$ cat src/rtl/cla_sub_seq.sv
// ---------------------------------------------------------------------------
// cla_slice
//   Purpose : SLICE-bit carry-lookahead adder slice. Every carry is formed
//             directly from the generate/propagate terms and the slice
//             carry-in, so no carry ripples through the slice.
//   Ports   : a, b  [SLICE-1:0]  addends
//             cin                slice carry-in
//             sum   [SLICE-1:0]  a + b + cin (low SLICE bits)
//             cout               carry-out of the slice
// ---------------------------------------------------------------------------
module cla_slice #(
    parameter int SLICE = 4
) (
    input  logic [SLICE-1:0] a,
    input  logic [SLICE-1:0] b,
    input  logic             cin,
    output logic [SLICE-1:0] sum,
    output logic             cout
);

    logic [SLICE-1:0] g;
    logic [SLICE-1:0] p;
    logic [SLICE:0]   c;

    assign g = a & b;
    assign p = a ^ b;

    // c[i+1] = g[i] | p[i]g[i-1] | p[i]p[i-1]g[i-2] | ... | p[i..0]cin
    // prod accumulates the running propagate product from bit i downwards.
    always_comb begin
        logic prod;
        logic term;
        c    = '0;
        prod = 1'b0;
        term = 1'b0;
        c[0] = cin;
        for (int i = 0; i < SLICE; i++) begin
            prod = 1'b1;
            term = 1'b0;
            for (int j = i; j >= 0; j--) begin
                term = term | (prod & g[j]);
                prod = prod & p[j];
            end
            c[i+1] = term | (prod & cin);
        end
    end

    assign sum  = p ^ c[SLICE-1:0];
    assign cout = c[SLICE];

endmodule

// ---------------------------------------------------------------------------
// cla_sub_seq
//   Purpose : Sequential WIDTH-bit unsigned subtractor, diff = a - b, done as
//             a + ~b + 1 through one cla_slice, one SLICE-bit slice per cycle,
//             LSB slice first. Valid/ready handshake on both sides.
//   Ports   : clk, rst            clock, synchronous active-high reset
//             in_valid/in_ready   operand handshake (a, b captured on accept)
//             a, b   [WIDTH-1:0]  minuend, subtrahend (unsigned)
//             out_valid/out_ready result handshake
//             diff   [WIDTH-1:0]  (a - b) mod 2^WIDTH
//             borrow              1 iff a < b
//   Timing  : out_valid rises NSL cycles after the accept edge; the block is
//             busy until the output handshake, after which it accepts again
//             on the following cycle.
// ---------------------------------------------------------------------------
module cla_sub_seq #(
    parameter int WIDTH = 8,
    parameter int SLICE = 4
) (
    input  logic             clk,
    input  logic             rst,
    input  logic             in_valid,
    output logic             in_ready,
    input  logic [WIDTH-1:0] a,
    input  logic [WIDTH-1:0] b,
    output logic             out_valid,
    input  logic             out_ready,
    output logic [WIDTH-1:0] diff,
    output logic             borrow
);

    localparam int NSL = WIDTH / SLICE;
    localparam int IW  = (NSL > 1) ? $clog2(NSL) : 1;
    localparam logic [IW-1:0] LAST = IW'(NSL - 1);

    generate
        if ((SLICE < 1) || (WIDTH % SLICE != 0)) begin : g_bad_cfg
            $error("cla_sub_seq: WIDTH must be a non-zero multiple of SLICE");
        end
    endgenerate

    typedef enum logic [1:0] {
        IDLE = 2'd0,
        CALC = 2'd1,
        DONE = 2'd2
    } state_t;

    state_t                    state;
    logic [NSL-1:0][SLICE-1:0] a_r;
    logic [NSL-1:0][SLICE-1:0] nb_r;     // subtrahend stored already inverted
    logic [NSL-1:0][SLICE-1:0] diff_r;
    logic                      carry;
    logic [IW-1:0]             idx;

    logic [SLICE-1:0]          s_sum;
    logic                      s_cout;

    cla_slice #(.SLICE(SLICE)) u_slice (
        .a    (a_r[idx]),
        .b    (nb_r[idx]),
        .cin  (carry),
        .sum  (s_sum),
        .cout (s_cout)
    );

    always_ff @(posedge clk) begin
        if (rst) begin
            state     <= IDLE;
            in_ready  <= 1'b1;
            out_valid <= 1'b0;
            diff_r    <= '0;
            borrow    <= 1'b0;
            idx       <= '0;
            carry     <= 1'b0;
            a_r       <= '0;
            nb_r      <= '0;
        end else begin
            case (state)
                IDLE: begin
                    if (in_valid && in_ready) begin
                        a_r      <= a;
                        nb_r     <= ~b;
                        carry    <= 1'b1;   // the +1 of two's complement
                        idx      <= '0;
                        in_ready <= 1'b0;
                        state    <= CALC;
                    end
                end
                CALC: begin
                    diff_r[idx] <= s_sum;
                    carry       <= s_cout;
                    if (idx == LAST) begin
                        // final carry-out of a + ~b + 1 is the "no borrow" flag
                        borrow    <= ~s_cout;
                        out_valid <= 1'b1;
                        idx       <= '0;
                        state     <= DONE;
                    end else begin
                        idx <= idx + 1'b1;
                    end
                end
                DONE: begin
                    if (out_ready) begin
                        out_valid <= 1'b0;
                        in_ready  <= 1'b1;
                        state     <= IDLE;
                    end
                end
                default: begin
                    state     <= IDLE;
                    in_ready  <= 1'b1;
                    out_valid <= 1'b0;
                    idx       <= '0;
                end
            endcase
        end
    end

    assign diff = diff_r;

endmodule

$ cat config.mk
export PLATFORM = sky130hd
export DESIGN_NAME = cla_sub_seq
export DESIGN_NICKNAME = d
export VERILOG_FILES = /design/src/rtl/cla_sub_seq.sv
export SDC_FILE = /design/constraint.sdc
export NUM_CORES = 1
export LEC_CHECK = 0
export ABC_AREA = 1
export BUFFER_PORTS_ARGS = -buffer_cell sky130_fd_sc_hd__buf_4
export CORE_MARGIN = 4
export CORE_UTILIZATION = 45
export DETAILED_ROUTE_END_ITERATION = 12
export GPL_ROUTABILITY_DRIVEN = 0
export PLACE_DENSITY_LB_ADDON = 0.15
export SLEW_MARGIN = 25
export SYNTH_ARGS = -nofsm -noshare
export SYNTH_HDL_FRONTEND = slang
export SYNTH_SLANG_ARGS = --single-unit
$ cat constraint.sdc
create_clock -name clk -period 1.6 [get_ports clk]
set_input_delay 0.16 -clock clk [delete_from_list [all_inputs] [get_ports clk]]
set_output_delay 0.16 -clock clk [all_outputs]
set_load 0.02 [all_outputs]
# Word level (Yosys, flattened, before mapping)
# Cells that the tools add are included.
# classes
add_sub_neg,1
order_cmp,2
eq_ne,5
n_mux,21
bitwise,34
n_reduce_logical,11
# op_table
op,count
two-way mux 4 bit,5
bitwise AND 1 bit,16
bitwise OR 1 bit,10
case mux 1 bit (3 select lines),3
AND reduction 3 bit,3
bitwise mux 8 bit,1
NOT 8 bit,1
AND reduction 2 bit,4
bitwise XOR 4 bit,2
two-way mux 1 bit,6
two-way mux 2 bit,3
!= test 2 bit (second input constant),3
case mux 2 bit (3 select lines),1
bitwise AND 4 bit,1
demux 4 bit (select 1 bit),1
NOT 1 bit,4
equality test 2 x 1 -> 1 bit (second input constant),1
equality test 2 bit (second input constant),1
logical AND 1 bit,2
zero test 2 bit,1
less-than comparator 1 x 2 -> 1 bit (second input constant),1
case mux 1 bit (2 select lines),1
nonzero test 2 bit,1
adder 1 bit (second input constant),1
>= comparator 1 bit (second input constant),1
# word_totals
register_bits,31
in_bits,20
output_inout_bits,11
word_cells,86

# Logic depth before layout (Yosys ltp)
# Gate-level depths: netlist of run 1.
# logic_depth
depth_word,9
ltp_mapped,14
ltp_nobuf,13

# Hierarchy
# A second synthesis of run 1 with hierarchy kept.
# unflattened
hier_cells,231
hier_area_um2,1522.7
# by_module_without_submodules
module,instances,cells_each,area_each_um2,seq_area_each_um2
cla_sub_seq,1,200,1333.8,620.6
cla_slice,1,31,188.9,0.0

# Least setup slack after synthesis of run 1
# No wires, ideal clock.
# synth_path
path_kind,reg2reg
startpoint,register idx
endpoint,"register diff_r, in the netlist diff[3]"
setup_ps,109
t_arrival_ps,1584
required_time_ps,1491
setup_slack_ps,-93
stages_incl_launch_ff,13
path_buffers,1
period_less_slack_ps,1693
cell_sequence,dfxtp_1 > buf_4 > inv_4 > or2_1 > o21ai_0 > inv_1 > ha_1 > nand4_1 > nand2_1 > nand2_1 > nand3_1 > nand2_1 > inv_1
# synth_between
elab_chain_len,9
elab_cells_between_ends,21
cone_classes,order compare (2); mux (7); bitwise (11); reduce/logical (1)
# synth_lines
item,line_no,rtl
start: declaration,105,logic [IW-1:0] idx;
start signal: assignment,151,idx <= idx + 1'b1;
two-way mux 4 bit (on tied branches) (2 in a row),"111, 112",
bitwise XOR 4 bit / bitwise AND 4 bit (equally long branches),"26, 25",
bitwise AND 1 bit (on tied branches),"41, 42",
bitwise OR 1 bit (tied with other cells),41,term = term | (prod & g[j]);
bitwise OR 1 bit / bitwise AND 1 bit (equally long branches),"41, 44",
bitwise OR 1 bit,44,c[i+1] = term | (prod & cin);
bitwise XOR 4 bit,48,assign sum = p ^ c[SLICE-1:0];
bitwise mux 8 bit (*),142,diff_r[idx] <= s_sum;
end signal: indexed assignment,142,
end: declaration,103,logic [NSL-1:0][SLICE-1:0] diff_r;
# Every way passes the cells marked *; elsewhere a longest branch is shown, timed or not. The select of a mux whose other input is x is not followed.
# A chain may end at the register's enable or synchronous reset.

# Final worst setup path of run 1
# layout_path
startpoint,register idx
endpoint,"register diff_r, in the netlist diff[7]"
# The elaborated chain is that of the path after synthesis.

==> results.py, run 1 <==
metrics = {
    "status": {
        "status": "complete, but fails checks",
        "violations": "negative setup slack",
    },
    "clocking": {
        "cts_tree": "yes",
        "cts.sinks": 31,
        "clock-root-buffer": "clkbuf_4",
        "clk_pin_slew_ns": 0.09,
        "clk-insertion-delay-late_ns": 0.34,
        "clock_path_buffers": 2,
        "cts_inserted_buffers": 5,
        "htreeDepth": 2,
    },
    "layout": {
        "area_growth_syn_to_layout_pct": 38.8,
        "drive_gt1_frac": 0.361,
        "antenna_cells": 0,
        "final_core_util": 0.667,
        "nets": 268,
    },
    "hold_path": {
        "hold_end": "state[0]",
        "hold_class": "input pin to register",
        "hold_path.startpoint": "rst",
        "hold_path_depth": 2,
    },
    "run": {
        "maxCapViolCount": 0,
    },
    "global_routing": {
        "grt_first_pass_wirelength_um": 5740,
        "grt_pass1_vias": 1409,
        "track_usage": 0.172,
        "antenna_found_initial": 0,
        "grt_max_degree": 28,
        "grt_overflow": 0,
    },
    "routing": {
        "first_pass_iters": 4,
        "ant_nets": 0,
        "viasPerCell": 4.95,
        "drt-initial-drc-count": 69,
        "wl_per_cell_um": 11.9,
        "routed-via-count": 1426,
        "wirelength_um": 3440,
        "post-route-drc-count": 0,
    },
    "placement": {
        "port_buffers": 30,
        "dp_slack_ns": -0.0605,
        "place_hpwl_um": 2320,
    },
    "synth": {
        "syn_nets": 221,
        "syn_inst": 196,
        "yosys_warnings": 0,
        "yosysTopAreaCell": "dfxtp_1",
        "ys_types": 29,
        "synth_area_per_cell_um2": 7.61,
        "yosys_register_bits": 31,
        "synth_area_leaders": "dfxtp_1, nand2_1, nor2_1",
        "synth_top_area_share": 0.416,
        "ys_seq_area_frac": 0.416,
        "netlist_area_um2": 1490,
    },
    "floorplanning": {
        "pin_count": 31,
        "fp.dieW_um": 65.6,
        "initial_core_util": 0.481,
        "num_rows": 20,
        "core_um2": 3100,
        "die_h_um": 65.6,
        "dieArea_um2": 4300,
    },
    "timing": {
        "slew_viol_final": 0,
        "period_share": 1.01,
        "fin_ws_ns": -0.0132,
        "hold_ws_ns": 0.0318,
        "max_slew_margin": 0.714,
        "finalHoldViolations": 0,
        "post-route-min-period_ns": 1.61,
        "finalSetupTns_ns": -0.0224,
        "worst_pin_slew_ns": 0.428,
        "rsz0062_at_grt": "yes",
        "setup_viol": 2,
        "clock.fmax_mhz": 620,
        "fin_worst_skew_ns": 0.0113,
    },
    "setup_path": {
        "cp_data_required_time_ns": 1.84,
        "crit_arrival_ns": 1.85,
        "crit_fanout": 9,
        "crit_type": "register to register",
        "worstReg2RegStart": "idx",
        "crit_path_end_kind": "register",
        "r2r_cells": 13,
        "startpoint_type": "register",
        "reg2reg_slack_ns": -0.01,
        "r2r_end": "diff[7]",
    },
    "power": {
        "powerDensity_nw_per_um2": 1150,
        "power.total_w": 0.00237,
        "leakage_nw": 0.975,
        "ir_worst_vdd_mv": 0.563,
    },
}
-- critical path: stages, from the launching register on --
cell,delay [ns]
dfxtp_4,0.42
inv_8,0.05
or2_1,0.21
o21ai_2,0.06
inv_1,0.08
ha_4,0.17
nand2_1,0.06
nand2_1,0.08
nand2_2,0.09
nand2_1,0.05
nand2_1,0.08
nand3_1,0.06
nand2_1,0.07
inv_1,0.03
-- worst max-delay path by stage --
| stage | from | endpoint | slack (ns) | cells after the start |
|---|---|---|---|---|
| 2_1_floorplan | idx | diff[2] | 0.005 | 12 |
| 3_3_place_gp | idx | diff[6] | -0.007 | 11 |
| 3_5_place_dp | idx | borrow | -0.06 | 10 |
| 4_1_cts | idx | borrow | 0.0005 | 9 |
| 5_1_grt | idx | diff[3] | -0.13 | 13 |
| 6_report | idx | diff[7] | -0.01 | 13 |
-- flip-flops by register name, indices dropped and copies added, names as in the netlist --
signal and cells:
in_ready 1, idx 1, diff 8, carry 1
state 2, a_r 8, nb_r 8, out_valid 1
borrow 1
-- placed cells by master (no fill, tap or decap) --
master / instances
buf_4: 38
nand2_1: 33
dfxtp_1: 30
nor2_1: 22
inv_1: 17
o21ai_0: 15
a21oi_1: 10
dlygate4sd3_1: 8
a21oi_2: 7
nand3_1: 7
o21ai_2: 6
nand2_2: 6
clkbuf_4: 5
inv_2: 4
nand3_2: 4
o21a_1: 4
o21ai_1: 4
ha_4: 4
or2_1: 2
nor2_2: 2
nand4_1: 2
nor2_4: 2
inv_8: 1
nand2_4: 1
a31oi_1: 1
xnor2_2: 1
o211ai_1: 1
or2_2: 1
fa_2: 1
clkbuf_8: 1
bufinv_16: 1
clkinv_2: 1
dfxtp_4: 1
buf_6: 1
-- report_power, final --
group          total (W)  switching [W]  internal, W  leakage, nW
sequential      0.000937      0.0000699     0.000867        0.256
clock           0.000639       0.000270     0.000369       0.0482
combinational   0.000798       0.000428     0.000370        0.672
-- Yosys cell counts --
| master | instances |
|---|---|
| a21oi_1 | 13 |
| a21oi_2 | 4 |
| a31oi_1 | 1 |
| buf_4 | 1 |
| buf_6 | 4 |
| clkbuf_1 | 1 |
| clkbuf_4 | 1 |
| dfxtp_1 | 31 |
| fa_1 | 1 |
| ha_1 | 4 |
| inv_1 | 18 |
| inv_2 | 3 |
| inv_4 | 1 |
| nand2_1 | 39 |
| nand2_2 | 1 |
| nand3_1 | 10 |
| nand3_2 | 1 |
| nand4_1 | 2 |
| nor2_1 | 23 |
| nor2_2 | 1 |
| nor2_4 | 2 |
| o211ai_1 | 1 |
| o21a_1 | 4 |
| o21ai_0 | 17 |
| o21ai_1 | 4 |
| o21ai_2 | 4 |
| or2_1 | 2 |
| or2_2 | 1 |
| xnor2_1 | 1 |
-- logic make-up after synthesis --
logic type               after synthesis  share of synthesized area
buffers and inverters                 29                     0.0998
AND/OR/NAND/NOR                       82                      0.241
AO/OA/AOI/OAI                         48                      0.190
adder cells (fa/ha/maj)                5                     0.0470
flip-flops                            31                      0.416
XOR/XNOR                               1                    0.00587
-- what timing repair did --
action	in CTS	in global routing
pin swaps	2	13
resized for setup	8	15
endpoints found under the hold margin	8	0
hold buffers	8	0
buffers inserted	0	1
setup endpoints to repair	8	9
-- layer usage --
layer | up-vias | track usage | share of wire
met5 | - | 0 | 0
met4 | 0 | 0.0907 | 0.024
met3 | 9 | 0.0393 | 0.038
met2 | 32 | 0.300 | 0.50
met1 | 649 | 0.194 | 0.44
li1 | 736 | - | -
-- area by class of cell --
type	instances	area, µm²
clock buffers	6	51.3
clock inverters	2	35.0
fillers	295	1030
inverters	22	90.1
multi-input cells	136	838
flip-flops and latches	31	624
well taps	44	55.1
repair buffers	47	377
-- through the flow --
step,area [µm²],instances
final,2070,288
after global placement,1790,271
after global routing,2070,288
after CTS,2010,287
after detailed placement,1790,271
after floorplan,1520,196
(Power assumes the default switching activity.)
==> inputs of run 2 (changes only) <==
CORE_UTILIZATION = 43   (was 45)
==> run 2 against run 1 <==
Against the previous run:
- non-clock buffer count rose by 3
- the run still ends with negative setup slack left
- via count fell by 2.7%
- highest routed layer unchanged
- clock-buffer cell count did not move
- setup slack improved by 0.0096 ns
- die area rose by 4.1%
- hold slack improved by 0.029 ns
- combinational power fell by 4.5%
- critical endpoint is now diff[3]
- final cell count rose by 1.7%
- global-route usage rose by 0.15 points
==> results.py, run 2 (synthesis results as in run 1) <==
metrics = {
    "status": {
        "status": "complete, but fails checks",
        "violations": "negative setup slack",
    },
    "layout": {
        "final_cell_mix": "buf_4, nand2_1, dfxtp_1",
        "antenna_cells": 0,
        "nets": 271,
        "drive_gt1_frac": 0.336,
        "register_area_um2": 624,
        "multi_input_area_um2": 807,
        "fillers": 326,
        "area_growth_syn_to_layout_pct": 36.2,
        "final_common_cell": "buf_4",
        "stdcell_count": 293,
    },
    "timing": {
        "period_share": 1.00,
        "fin_worst_skew_ns": 0.0116,
        "setup_viol": 2,
        "post-route-min-period_ns": 1.60,
        "slew_viol_final": 0,
        "finalHoldViolations": 0,
        "fin_ws_ns": -0.00354,
        "max_slew_margin": 0.720,
        "clock.fmax_mhz": 624,
        "rsz0062_at_grt": "yes",
        "worst_pin_slew_ns": 0.420,
    },
    "routing": {
        "ant_nets": 0,
        "post-route-drc-count": 0,
        "viasPerCell": 4.73,
        "drt-initial-drc-count": 58,
        "wl_per_cell_um": 11.4,
        "wirelength_um": 3330,
        "first_pass_iters": 4,
        "routed-via-count": 1387,
    },
    "hold_path": {
        "hold_path.startpoint": "a[6]",
        "hold_end": "a_r[6]",
        "hold_path_depth": 3,
        "hold_class": "input pin to register",
    },
    "floorplanning": {
        "num_rows": 21,
        "fp.dieW_um": 66.9,
        "dieArea_um2": 4470,
        "initial_core_util": 0.447,
        "core_um2": 3340,
        "pin_count": 31,
        "die_h_um": 66.9,
    },
    "global_routing": {
        "grt_first_pass_wirelength_um": 5910,
        "grt_max_degree": 28,
        "antenna_found_initial": 0,
        "grt_pass1_vias": 1438,
        "track_usage": 0.174,
        "grt_overflow": 0,
    },
    "clocking": {
        "postCtsSetupBuffers": 0,
        "cts_inserted_buffers": 5,
        "htreeDepth": 2,
        "clk-insertion-delay-late_ns": 0.34,
        "cts_tree": "yes",
        "clk_pin_slew_ns": 0.10,
        "cts.sinks": 31,
        "clock-root-buffer": "clkbuf_4",
        "clock_path_buffers": 2,
    },
    "power": {
        "p_int_w": 0.00140,
        "p_comb_frac": 0.355,
        "p_seq_frac": 0.436,
        "power_switching_w": 0.000751,
        "powerDensity_nw_per_um2": 1060,
        "ir_worst_vdd_mv": 0.476,
        "power.total_w": 0.00215,
        "switching_share": 0.350,
        "leakage_nw": 0.953,
        "clockPowerShare": 0.209,
    },
    "placement": {
        "place_hpwl_um": 2400,
        "dpl.cell_count": 276,
        "port_buffers": 30,
    },
    "run": {
        "maxCapViolCount": 0,
    },
    "setup_path": {
        "cp_data_required_time_ns": 1.84,
        "reg2reg_slack_ns": -0.004,
        "crit_path_end_kind": "register",
        "startpoint_type": "register",
        "worstReg2RegStart": "idx",
        "crit_fanout": 9,
        "crit_type": "register to register",
        "r2r_cells": 10,
        "r2r_end": "diff[3]",
        "crit_arrival_ns": 1.84,
    },
}
[run 2: changes by cell type in the layout (fill, tap and decap cells not counted), sizes merged]
cell and change:
buf +2, bufinv -1, clkinvlp +1, dlygate4sd3 +1
[run 2: area by class of cell]
class,instances,share of cell area
clock buffers,6,0.0203
clock inverters,2,0.00616
inverters,22,0.0444
multi-input cells,136,0.397
flip-flops and latches,31,0.307
well taps,46,0.0283
repair buffers,50,0.196
[run 2: worst max-delay path, cell delays in order (launching register included)]
cell     delay [ns]
dfxtp_4        0.42
inv_8          0.05
or2_1          0.22
o21ai_2        0.08
inv_2          0.07
ha_4           0.27
nand4_1        0.10
nand3_1        0.11
nand3_1        0.07
nand2_1        0.07
inv_1          0.04
[run 2: metal layers]
layer	global-route usage	vias up	routed length, µm
li1	-	737	-
met2	0.291	21	1670
met1	0.203	624	1470
met3	0.0472	5	139
met4	0.0835	0	54
met5	0	-	0
[run 2: how the worst max path moves through the flow]
stage	end	from	slack, ns
3_3_place_gp	diff[3]	idx	-0.02
3_5_place_dp	diff[3]	idx	-0.06
4_1_cts	diff[7]	idx	-0.01
6_report	diff[3]	idx	-0.004
2_1_floorplan	diff[2]	idx	0.005
5_1_grt	diff[2]	idx	-0.14
[run 2: timing repair]
| item | in CTS | in global routing |
|---|---|---|
| resized for setup | 7 | 8 |
| hold buffers | 8 | 1 |
| hold endpoints to repair | 8 | 1 |
| pin swaps | 2 | 6 |
| setup endpoints to repair | 8 | 9 |
[run 2: power groups by stage]
stage                     Clock (W)  Combinational, W  Sequential [W]
after floorplan                   0          0.000443        0.000964
after global placement            0          0.000650        0.000951
after detailed placement          0          0.000665        0.000954
after CTS                  0.000457          0.000711        0.000937
after global routing       0.000494          0.000865        0.000949
final                      0.000450          0.000762        0.000937
[run 2: through the flow]
step	cell area (µm²)	utilization	hold WS, ns	TNS, ns	setup slack [ns]
after floorplan	1520	-	0.229	0	0.00495
after global routing	2030	0.609	0.0644	-0.715	-0.141
after global placement	1820	0.545	0.331	-0.0496	-0.0167
after detailed placement	1820	0.545	0.334	-0.272	-0.0600
final	2030	0.609	0.0610	-0.00485	-0.00354
after CTS	1980	0.592	0.000321	-0.0217	-0.0116
